$ cat config.mk
export PLATFORM = sky130hd
export DESIGN_NAME = adsr_voice_alloc
export DESIGN_NICKNAME = d
export VERILOG_FILES = /design/src/rtl/adsr_voice_alloc.sv
export SDC_FILE = /design/constraint.sdc
export NUM_CORES = 1
export LEC_CHECK = 0
export ABC_AREA = 1
export CAP_MARGIN = 5
export CORE_ASPECT_RATIO = 0.7
export CORE_MARGIN = 10
export CORE_UTILIZATION = 55
export DETAILED_ROUTE_END_ITERATION = 8
export GPL_TIMING_DRIVEN = 0
export PLACE_DENSITY = 0.71
export SLEW_MARGIN = 20
export SYNTH_ARGS = -nofsm -noshare
export SYNTH_HDL_FRONTEND = slang
export SYNTH_SLANG_ARGS = --single-unit
$ cat constraint.sdc
create_clock -name clk -period 11 [get_ports clk]
set_clock_uncertainty 0.05 [all_clocks]
set_input_delay 1.65 -clock clk [delete_from_list [all_inputs] [get_ports clk]]
set_output_delay 1.65 -clock clk [all_outputs]
set_load 0.03 [all_outputs]
$ cat src/rtl/adsr_voice_alloc.sv
// Polyphonic voice allocator and gate sequencer for a bank of adsr envelopes.
// Each event is latched, the bank is scanned one voice per cycle from index 0
// upward to collect candidates, and the chosen voice is updated in one APPLY
// cycle. Retriggered or stolen voices get a timed gate-low gap so that the
// envelope sees a fresh rising gate edge.
module adsr_voice_alloc #(
   parameter int NUM_VOICES = 4,
   parameter int NOTE_W     = 7,
   parameter int AGE_W      = 8,
   parameter int RETRIG_CYC = 1134
) (
   input  logic                            clk,
   input  logic                            rst,
   input  logic                            ev_valid,
   output logic                            ev_ready,
   input  logic                            ev_on,
   input  logic [NOTE_W-1:0]               ev_note,
   input  logic [NUM_VOICES-1:0]           voice_idle,
   output logic [NUM_VOICES-1:0]           gate,
   output logic [NUM_VOICES*NOTE_W-1:0]    voice_note,
   output logic [$clog2(NUM_VOICES)-1:0]   alloc_voice,
   output logic                            alloc_pulse,
   output logic                            steal_pulse
);

   localparam int IDX_W = $clog2(NUM_VOICES);
   localparam int RT_W  = 16;
   localparam logic [IDX_W-1:0] LAST_IDX = IDX_W'(NUM_VOICES - 1);
   localparam logic [RT_W-1:0]  RT_LOAD  = RT_W'(RETRIG_CYC);

   typedef enum logic [1:0] {ST_IDLE, ST_SCAN, ST_APPLY} fsm_t;
   typedef enum logic [1:0] {V_FREE, V_HELD, V_REL} vst_t;

   fsm_t              fsm_q, fsm_d;
   logic [IDX_W-1:0]  scan_idx_q;
   logic [AGE_W-1:0]  note_cnt_q;
   logic [IDX_W-1:0]  alloc_voice_q;

   // Latched event and candidates gathered during the scan
   logic              ev_on_q;
   logic [NOTE_W-1:0] ev_note_q;
   logic              match_found_q, free_found_q, rel_found_q, held_found_q;
   logic [IDX_W-1:0]  match_idx_q, free_idx_q, rel_idx_q, held_idx_q;
   logic [AGE_W-1:0]  rel_age_q, held_age_q;

   // Per-voice state
   vst_t              vst_q   [NUM_VOICES];
   logic [NOTE_W-1:0] vnote_q [NUM_VOICES];
   logic [AGE_W-1:0]  stamp_q [NUM_VOICES];
   logic [RT_W-1:0]   rcnt_q  [NUM_VOICES];

   // Decision made in the APPLY cycle
   logic              apply_en;
   logic              apply_gap;
   logic              apply_steal;
   logic [IDX_W-1:0]  apply_tgt;

   // Voice currently under the scan pointer
   vst_t              cur_st;
   logic [NOTE_W-1:0] cur_note;
   logic [AGE_W-1:0]  cur_age;
   logic              cur_match;

   // Look at the voice under the scan pointer; age is modular so wrap is harmless
   always_comb begin
      cur_st    = vst_q[scan_idx_q];
      cur_note  = vnote_q[scan_idx_q];
      cur_age   = note_cnt_q - stamp_q[scan_idx_q];
      cur_match = 1'b0;
      if (cur_note == ev_note_q) begin
         // note-on may retrigger a releasing voice; note-off only releases a held one
         cur_match = ev_on_q ? (cur_st != V_FREE) : (cur_st == V_HELD);
      end
   end

   // FSM next state, handshake and the APPLY-cycle voice selection
   always_comb begin
      fsm_d       = fsm_q;
      ev_ready    = 1'b0;
      apply_en    = 1'b0;
      apply_gap   = 1'b0;
      apply_steal = 1'b0;
      apply_tgt   = '0;
      case (fsm_q)
         ST_IDLE: begin
            ev_ready = 1'b1;
            if (ev_valid) fsm_d = ST_SCAN;
         end
         ST_SCAN: begin
            if (scan_idx_q == LAST_IDX) fsm_d = ST_APPLY;
         end
         ST_APPLY: begin
            fsm_d = ST_IDLE;
            if (ev_on_q) begin
               apply_en = 1'b1;
               if (match_found_q) begin
                  apply_tgt = match_idx_q;
                  apply_gap = 1'b1;
               end else if (free_found_q) begin
                  apply_tgt = free_idx_q;
               end else if (rel_found_q) begin
                  apply_tgt = rel_idx_q;
                  apply_gap = 1'b1;
               end else begin
                  // every voice is held: the oldest one is stolen
                  apply_tgt   = held_idx_q;
                  apply_gap   = 1'b1;
                  apply_steal = 1'b1;
               end
            end else if (match_found_q) begin
               apply_en  = 1'b1;
               apply_tgt = match_idx_q;
            end
         end
         default: fsm_d = ST_IDLE;
      endcase
      alloc_pulse = apply_en;
      steal_pulse = apply_steal;
      alloc_voice = apply_en ? apply_tgt : alloc_voice_q;
   end

   // Control registers: FSM, scan pointer, note counter, last allocated voice
   always_ff @(posedge clk or negedge rst) begin
      if (!rst) begin
         fsm_q         <= ST_IDLE;
         scan_idx_q    <= '0;
         note_cnt_q    <= '0;
         alloc_voice_q <= '0;
      end else begin
         fsm_q <= fsm_d;
         if (fsm_q == ST_IDLE) begin
            scan_idx_q <= '0;
         end else if (fsm_q == ST_SCAN) begin
            scan_idx_q <= scan_idx_q + IDX_W'(1);
         end
         if (apply_en) begin
            alloc_voice_q <= apply_tgt;
            if (ev_on_q) note_cnt_q <= note_cnt_q + AGE_W'(1);
         end
      end
   end

   // Event latch and candidate tracking; candidates are cleared on every handshake
   always_ff @(posedge clk) begin
      if (fsm_q == ST_IDLE && ev_valid) begin
         ev_on_q       <= ev_on;
         ev_note_q     <= ev_note;
         match_found_q <= 1'b0;
         free_found_q  <= 1'b0;
         rel_found_q   <= 1'b0;
         held_found_q  <= 1'b0;
      end else if (fsm_q == ST_SCAN) begin
         if (cur_match && !match_found_q) begin
            match_found_q <= 1'b1;
            match_idx_q   <= scan_idx_q;
         end
         if (cur_st == V_FREE && !free_found_q) begin
            free_found_q <= 1'b1;
            free_idx_q   <= scan_idx_q;
         end
         // strictly older replaces, so ties stay with the lower index
         if (cur_st == V_REL && (!rel_found_q || cur_age > rel_age_q)) begin
            rel_found_q <= 1'b1;
            rel_idx_q   <= scan_idx_q;
            rel_age_q   <= cur_age;
         end
         if (cur_st == V_HELD && (!held_found_q || cur_age > held_age_q)) begin
            held_found_q <= 1'b1;
            held_idx_q   <= scan_idx_q;
            held_age_q   <= cur_age;
         end
      end
   end

   // Per-voice state: APPLY wins over release-to-free and the retrig countdown
   always_ff @(posedge clk or negedge rst) begin
      if (!rst) begin
         for (int i = 0; i < NUM_VOICES; i++) begin
            vst_q[i]   <= V_FREE;
            vnote_q[i] <= '0;
            stamp_q[i] <= '0;
            rcnt_q[i]  <= '0;
         end
      end else begin
         for (int i = 0; i < NUM_VOICES; i++) begin
            if (apply_en && apply_tgt == IDX_W'(i)) begin
               if (ev_on_q) begin
                  vst_q[i]   <= V_HELD;
                  vnote_q[i] <= ev_note_q;
                  stamp_q[i] <= note_cnt_q;
                  rcnt_q[i]  <= apply_gap ? RT_LOAD : '0;
               end else begin
                  vst_q[i]  <= V_REL;
                  rcnt_q[i] <= '0;
               end
            end else begin
               if (vst_q[i] == V_REL && voice_idle[i]) vst_q[i] <= V_FREE;
               if (rcnt_q[i] != '0) rcnt_q[i] <= rcnt_q[i] - RT_W'(1);
            end
         end
      end
   end

   // Gate is high for held voices whose retrigger gap has run out
   always_comb begin
      gate       = '0;
      voice_note = '0;
      for (int i = 0; i < NUM_VOICES; i++) begin
         gate[i]                    = (vst_q[i] == V_HELD) && (rcnt_q[i] == '0);
         voice_note[i*NOTE_W +: NOTE_W] = vnote_q[i];
      end
   end

endmodule
* Word level (Yosys, flattened, before mapping) *
Index checks and enable logic that the tools add are counted.

storage, ports and cells
  flip-flop bits (word level) = 182
  bits of input ports = 15
  output and inout bits = 37
  logic and storage cells = 176

cells by class
  $add $sub $neg = 7
  $lt $le $gt $ge = 3
  equality and inequality tests = 19
  mux-type cells = 55
  bitwise operators = 2
  reductions and logical operators = 58

operators with widths
  operator                                                              number
  16-bit two-way mux                                                    8
  16-bit zero test                                                      4
  16-bit nonzero test                                                   4
  16-bit by 1-bit subtractor with 16-bit output, second input constant  4
  2-bit two-way mux                                                     22
  11-bit two-way mux                                                    2
  2-bit AND reduction                                                   10
  2-bit nonzero test                                                    10
  2-bit == test, second input constant                                  9
  1-bit logical AND                                                     17
  8-bit binary-select mux with 2-bit select                             1
  8-bit greater-than comparator                                         2
  8-bit two-way mux                                                     2
  1-bit two-way mux                                                     15
  7-bit binary-select mux with 2-bit select                             1
  2-bit by 1-bit == test with 1-bit output, second input constant       7
  7-bit two-way mux                                                     2
  3-bit AND reduction                                                   4
  8-bit by 1-bit adder with 8-bit output, second input constant         1
  8-bit subtractor                                                      1
  7-bit == test                                                         1
  2-bit zero test                                                       3
  2-bit binary-select mux with 2-bit select                             1
  1-bit zero test                                                       4
  7 further kinds                                                       9

* Depth between registers and ports, before layout *
  depth after elaboration = 9
  mapped depth = 22
  depth with buffers taken out = 20

* Worst setup path before layout *
No wires, ideal clock.

  path type = register -> register
  start = register scan_idx_q[1]
  end = register rel_age_q[0] (enable)
  library setup time = 0.376 ns
  arrival = 3.703 ns
  required time = 10.574 ns
  path slack = 6.871 ns
  stages on the path, launching flop included = 23
  path buffers = 2
  clock period less this slack = 4.129 ns
  path through = dfrtp_1 inv_1 clkbuf_1 buf_1 o21ai_0 o22ai_1 ha_1 inv_1 fa_1 nand3_1 nand2_1 a21oi_1 nor2_1 nor2_1 xor2_1 ha_1 nand2_1 nor2_1 nand3_1 nor2_1 a21oi_1 o21ai_0 nor2_1

on the way
  cells in the longest elaborated chain, start to end = 9
  elaborated cells between the ends (all ways) = 13
  those cells by class = add/sub (1); order compare (1); eq/ne (1); mux (6); bitwise (1); reduce/logical (3)

RTL lines
  item                                                   line  RTL
  start, declared                                        35    logic [IDX_W-1:0] scan_idx_q;
  start signal, assigned                                 134   scan_idx_q <= scan_idx_q + IDX_W'(1);
  2-bit NOT with 3-bit output (implied by the code)      68    cur_age = note_cnt_q - stamp_q[scan_idx_q];
  8-bit binary-select mux with 2-bit select              68
  8-bit two-way mux (implied by the code) (2 in series)  68
  8-bit subtractor                                       68
  named net cur_age[6]                                   61    logic [AGE_W-1:0] cur_age;
  8-bit greater-than comparator                          162   if (cur_st == V_REL && (!rel_found_q || cur_age > rel_age_q)) begin
  1-bit logical OR                                       162
  1-bit logical AND                                      162
  3-bit AND reduction (no line)                          --
  end signal, assigned                                   165   rel_age_q <= cur_age;
  end, declared                                          44    logic [AGE_W-1:0] rel_age_q, held_age_q;

The timed path passes the listed nets, and every way through them passes these cells. The select of a mux whose other input is x is not followed.
A chain may end at the register's enable or synchronous reset.

* Worst setup path after layout *
  start = register scan_idx_q[1]
  end = register rel_age_q[3] (enable)

The elaborated chain is that of the path after synthesis.

==> flow_metrics.py <==
metrics = {
    "global_routing": {
        "grt_max_degree": 79,
        "grt_pass1_vias": 7235,
        "grt_util_all_layers": 0.214,
        "grt_first_pass_wirelength_um": 39100,
        "total_global_routing_overflow": 0,
        "grt_antenna_before_repair": 0,
    },
    "place": {
        "placed_cells": 1425,
        "buffer_ports.inserted": 51,
        "place_congestion": 0.895,
        "dp_hpwl_um": 17700,
    },
    "sta": {
        "timing.final.crit_period_ns": 5.38,
        "tightestPinTransition_ns": 0.920,
        "setup-violations-final": 0,
        "fmaxAchievable_mhz": 186,
        "post-route-period-util": 0.489,
        "setup_repair_after_global_routing_missed_its_margin": "false",
        "hold_viol_final": 0,
        "setup_tns_ns": 0,
        "final_max_slew_viol_count": 0,
        "relSlewSlack": 0.386,
    },
    "clocking": {
        "clockRootBuffer": "sky130_fd_sc_hd__clkbuf_16",
        "cts-buffers-inserted": 17,
        "cts_buffer_depth": 2,
        "cts_tree": "built",
        "post-cts-setup-buffer-count": 0,
        "clk_pin_slew_worst_paths_ns": 0.07,
        "clock_tree.htree_level_count": 4,
        "cts.repair.resized": 0,
        "cts_hold_bufs": 0,
        "tritoncts_num_sinks": 182,
        "clk_latency_ns": 0.43,
    },
    "routing": {
        "postRouteWirelength_um": 24300,
        "drt_drc_violations_left": 0,
        "final_antenna_net_count": 0,
        "detailedRoute.firstPassIterationCount": 6,
        "detail_route.iter0.violations": 1002,
        "routed-via-count": 7820,
        "detail_route.vias_per_cell": 5.37,
        "wl_per_cell_um": 16.6,
    },
    "floorplan": {
        "num_io_pins": 52,
        "floorplan.initialDensity": 0.563,
        "rows": 40,
        "die_area_sq_mm": 0.0234,
        "die_y_extent_um": 131,
        "core-area_sq_mm": 0.0172,
        "die-width_um": 179,
    },
    "power": {
        "cellInternalPower_w": 0.00180,
        "seqPwrFrac": 0.358,
        "vdd.ir_drop.worst_v": 0.000152,
        "p_leak_nw": 5.37,
        "power_frac_comb": 0.450,
        "power.net_switching_w": 0.00134,
        "p_clk_frac": 0.192,
        "switching_share": 0.426,
        "power_per_cell_area_mw_per_mm2": 283,
    },
    "synth": {
        "post-synth-top-area-cell": "sky130_fd_sc_hd__dfrtp_1",
        "synth_top_area_frac": 0.377,
        "ys_ff_latch": 182,
        "synth_area_leaders": "sky130_fd_sc_hd__dfrtp_1 38%, sky130_fd_sc_hd__nand2_1 11%, sky130_fd_sc_hd__edfxtp_1 9.9%",
        "synth_cell_types": 47,
        "synth.net_count": 1188,
        "postSynthAreaPerCell_sq_um": 8.48,
        "synth_area_sq_mm": 0.00969,
        "portion_of_the_post_synthesis_area_used_by_sequential_elements": 0.485,
        "synth.yosys.warnings": 0,
        "synth_cells": 1142,
    },
    "setup_path": {
        "crit_top_cell": "sky130_fd_sc_hd__nor2_1",
        "crit_family": "buffers and inverters",
        "worstPathCellList": "inv_1 -> clkbuf_1 -> buf_1 -> o21ai_0 -> o22ai_1 -> ha_1 -> inv_1 -> fa_1 -> nand3_1 -> nand2_1 -> a21oi_1 -> nor2_1 -> nor2_1 -> xor2_1 -> ha_1 -> nand2_1 -> nor2_1 -> nand3_1 -> nor2_1 -> a21oi_1 -> o21ai_0 -> nor2_1",
        "largest_driver_fanout_on_the_critical_path": 10,
        "cpPeakStageDelay_ns": 0.64,
        "crit_required_ns": 11.00,
        "crit_path_end_kind": "register",
        "timing.setup.critical_path_class": "register to register",
        "worstPathArrival_ns": 5.39,
        "number_of_buffers_and_inverters_on_the_critical_path": 4,
        "startpoint_type": "register",
        "cpMaxStageDelayCell": "sky130_fd_sc_hd__nor2_1",
    },
    "flow_run": {
        "max-cap-violations": 0,
    },
    "layout": {
        "final_cell_count_no_fill": 1457,
        "final_layout_size_suffix_gt1_frac": 0.0987,
        "antennaDiodeCount": 0,
        "final_core_util": 0.645,
        "syn2layout_area_growth_pct": 14.6,
        "final_nets": 1259,
    },
    "status": {
        "outcome": "finished, final reports clean",
    },
    "min_path": {
        "hold_path.class": "register to register",
    },
}
-- power groups by stage --
stage	Sequential [W]	Combinational (W)	Clock, W
after global routing	0.00115	0.00161	0.000637
after detailed placement	0.00113	0.00140	0
after global placement	0.00113	0.00135	0
after CTS	0.00112	0.00141	0.000608
final	0.00112	0.00141	0.000603
after floorplan	0.00115	0.000974	0
-- worst paths after layout --
kind	to	slack, ns	cells past startpoint	from
max in group asynchronous	rcnt_q[37]	8.97	2	rst
hold / removal	stamp_q[8]	0.43	2	stamp_q[8]
setup / recovery	rel_age_q[3]	5.62	22	scan_idx_q[1]
min in group asynchronous	note_cnt_q[6]	1.17	1	rst
hold reg to reg	stamp_q[8]	0.43	2	stamp_q[8]
setup reg to reg	rel_age_q[3]	5.62	22	scan_idx_q[1]
-- worst register-to-register path: cells and delay by family (launching register included) --
| family | cells | cell delay, ns |
|---|---|---|
| buffers and inverters | 4 | 1.32 |
| AND/OR/NAND/NOR | 9 | 1.24 |
| adder cells (fa/ha/maj) | 3 | 0.86 |
| AO/OA/AOI/OAI | 5 | 0.78 |
| flip-flops | 1 | 0.49 |
| XOR/XNOR | 1 | 0.30 |
-- cells in the mapped netlist (all sizes together) --
cell,instances
inv,144
o22ai,5
o211ai,4
nand4,15
nor3,32
fa,1
xor2,39
o21bai,2
nand2,294
nor2,124
edfxtp,32
nor4,7
o311ai,1
clkinv,1
a21oi,46
dfrtp,146
o21ai,92
or2,5
o31ai,1
dfxtp,4
o21a,1
a21boi,1
nand3,68
clkbuf,5
ha,30
a32o,6
buf,23
xnor2,11
nand3b,2
-- cells in the final DEF, fill, tap and decap left out, types with 6 or more instances in the layout --
master	count
sky130_fd_sc_hd__xnor2_1	11
sky130_fd_sc_hd__nand3_1	65
sky130_fd_sc_hd__nor3_1	31
sky130_fd_sc_hd__nand2_4	7
sky130_fd_sc_hd__clkbuf_16	18
sky130_fd_sc_hd__buf_2	9
sky130_fd_sc_hd__o21ai_0	34
sky130_fd_sc_hd__nand4_1	15
sky130_fd_sc_hd__o21ai_2	40
sky130_fd_sc_hd__inv_1	140
sky130_fd_sc_hd__buf_6	9
sky130_fd_sc_hd__edfxtp_1	32
sky130_fd_sc_hd__ha_1	30
sky130_fd_sc_hd__xor2_1	39
sky130_fd_sc_hd__clkdlybuf4s50_1	50
sky130_fd_sc_hd__a32o_1	6
sky130_fd_sc_hd__clkbuf_1	7
sky130_fd_sc_hd__o21ai_1	18
sky130_fd_sc_hd__nand2_1	285
sky130_fd_sc_hd__a21oi_1	46
sky130_fd_sc_hd__dfrtp_1	146
sky130_fd_sc_hd__nor2_1	117
sky130_fd_sc_hd__nor4_1	7
-- metrics by stage --
| step | hold WS [ns] | worst slack, ns | power (W) | cell area, sq um |
|---|---|---|---|---|
| CTS | 0.432 | 5.64 | 0.00314 | 11100 |
| detailed placement | 0.415 | 5.67 | 0.00253 | 10500 |
| global route | 0.456 | 5.14 | 0.00340 | 11100 |
| floorplan | 0.399 | 6.87 | 0.00212 | 9690 |
| global placement | 0.412 | 2.05 | 0.00248 | 10500 |
| finish | 0.433 | 5.62 | 0.00314 | 11100 |
-- flip-flops by register name (all words and copies together), names as in the netlist, 7 cells and up --
name and cells:
rcnt_q 64, stamp_q 32, voice_note 28, held_age_q 8
note_cnt_q 8, rel_age_q 8, vst_q 8, ev_note_q 7
-- area by class of cell --
| type | instances | area [sq um] |
|---|---|---|
| repair buffers | 52 | 543 |
| multi-input cells | 787 | 4240 |
| clock buffers | 22 | 485 |
| plain buffers | 28 | 195 |
| well taps | 231 | 289 |
| inverters | 145 | 554 |
| fillers | 1475 | 6120 |
| clock inverters | 10 | 92.6 |
| flip-flops and latches | 182 | 4690 |
-- cells by family after synthesis --
family	synth area share
compound gates	0.105
xor+xnor	0.0452
buf+inv	0.0774
fa+ha+maj	0.0408
simple gates	0.247
flops	0.485
-- routing by layer --
| layer | vias to the layer above | routed length [um] | track usage |
|---|---|---|---|
| met5 | - | 0 | 0 |
| met4 | 0 | 337 | 0.0596 |
| met3 | 30 | 1650 | 0.0462 |
| met2 | 264 | 9820 | 0.295 |
| met1 | 3674 | 12500 | 0.328 |
| li1 | 3852 | - | - |
(Power assumes the default switching activity.)
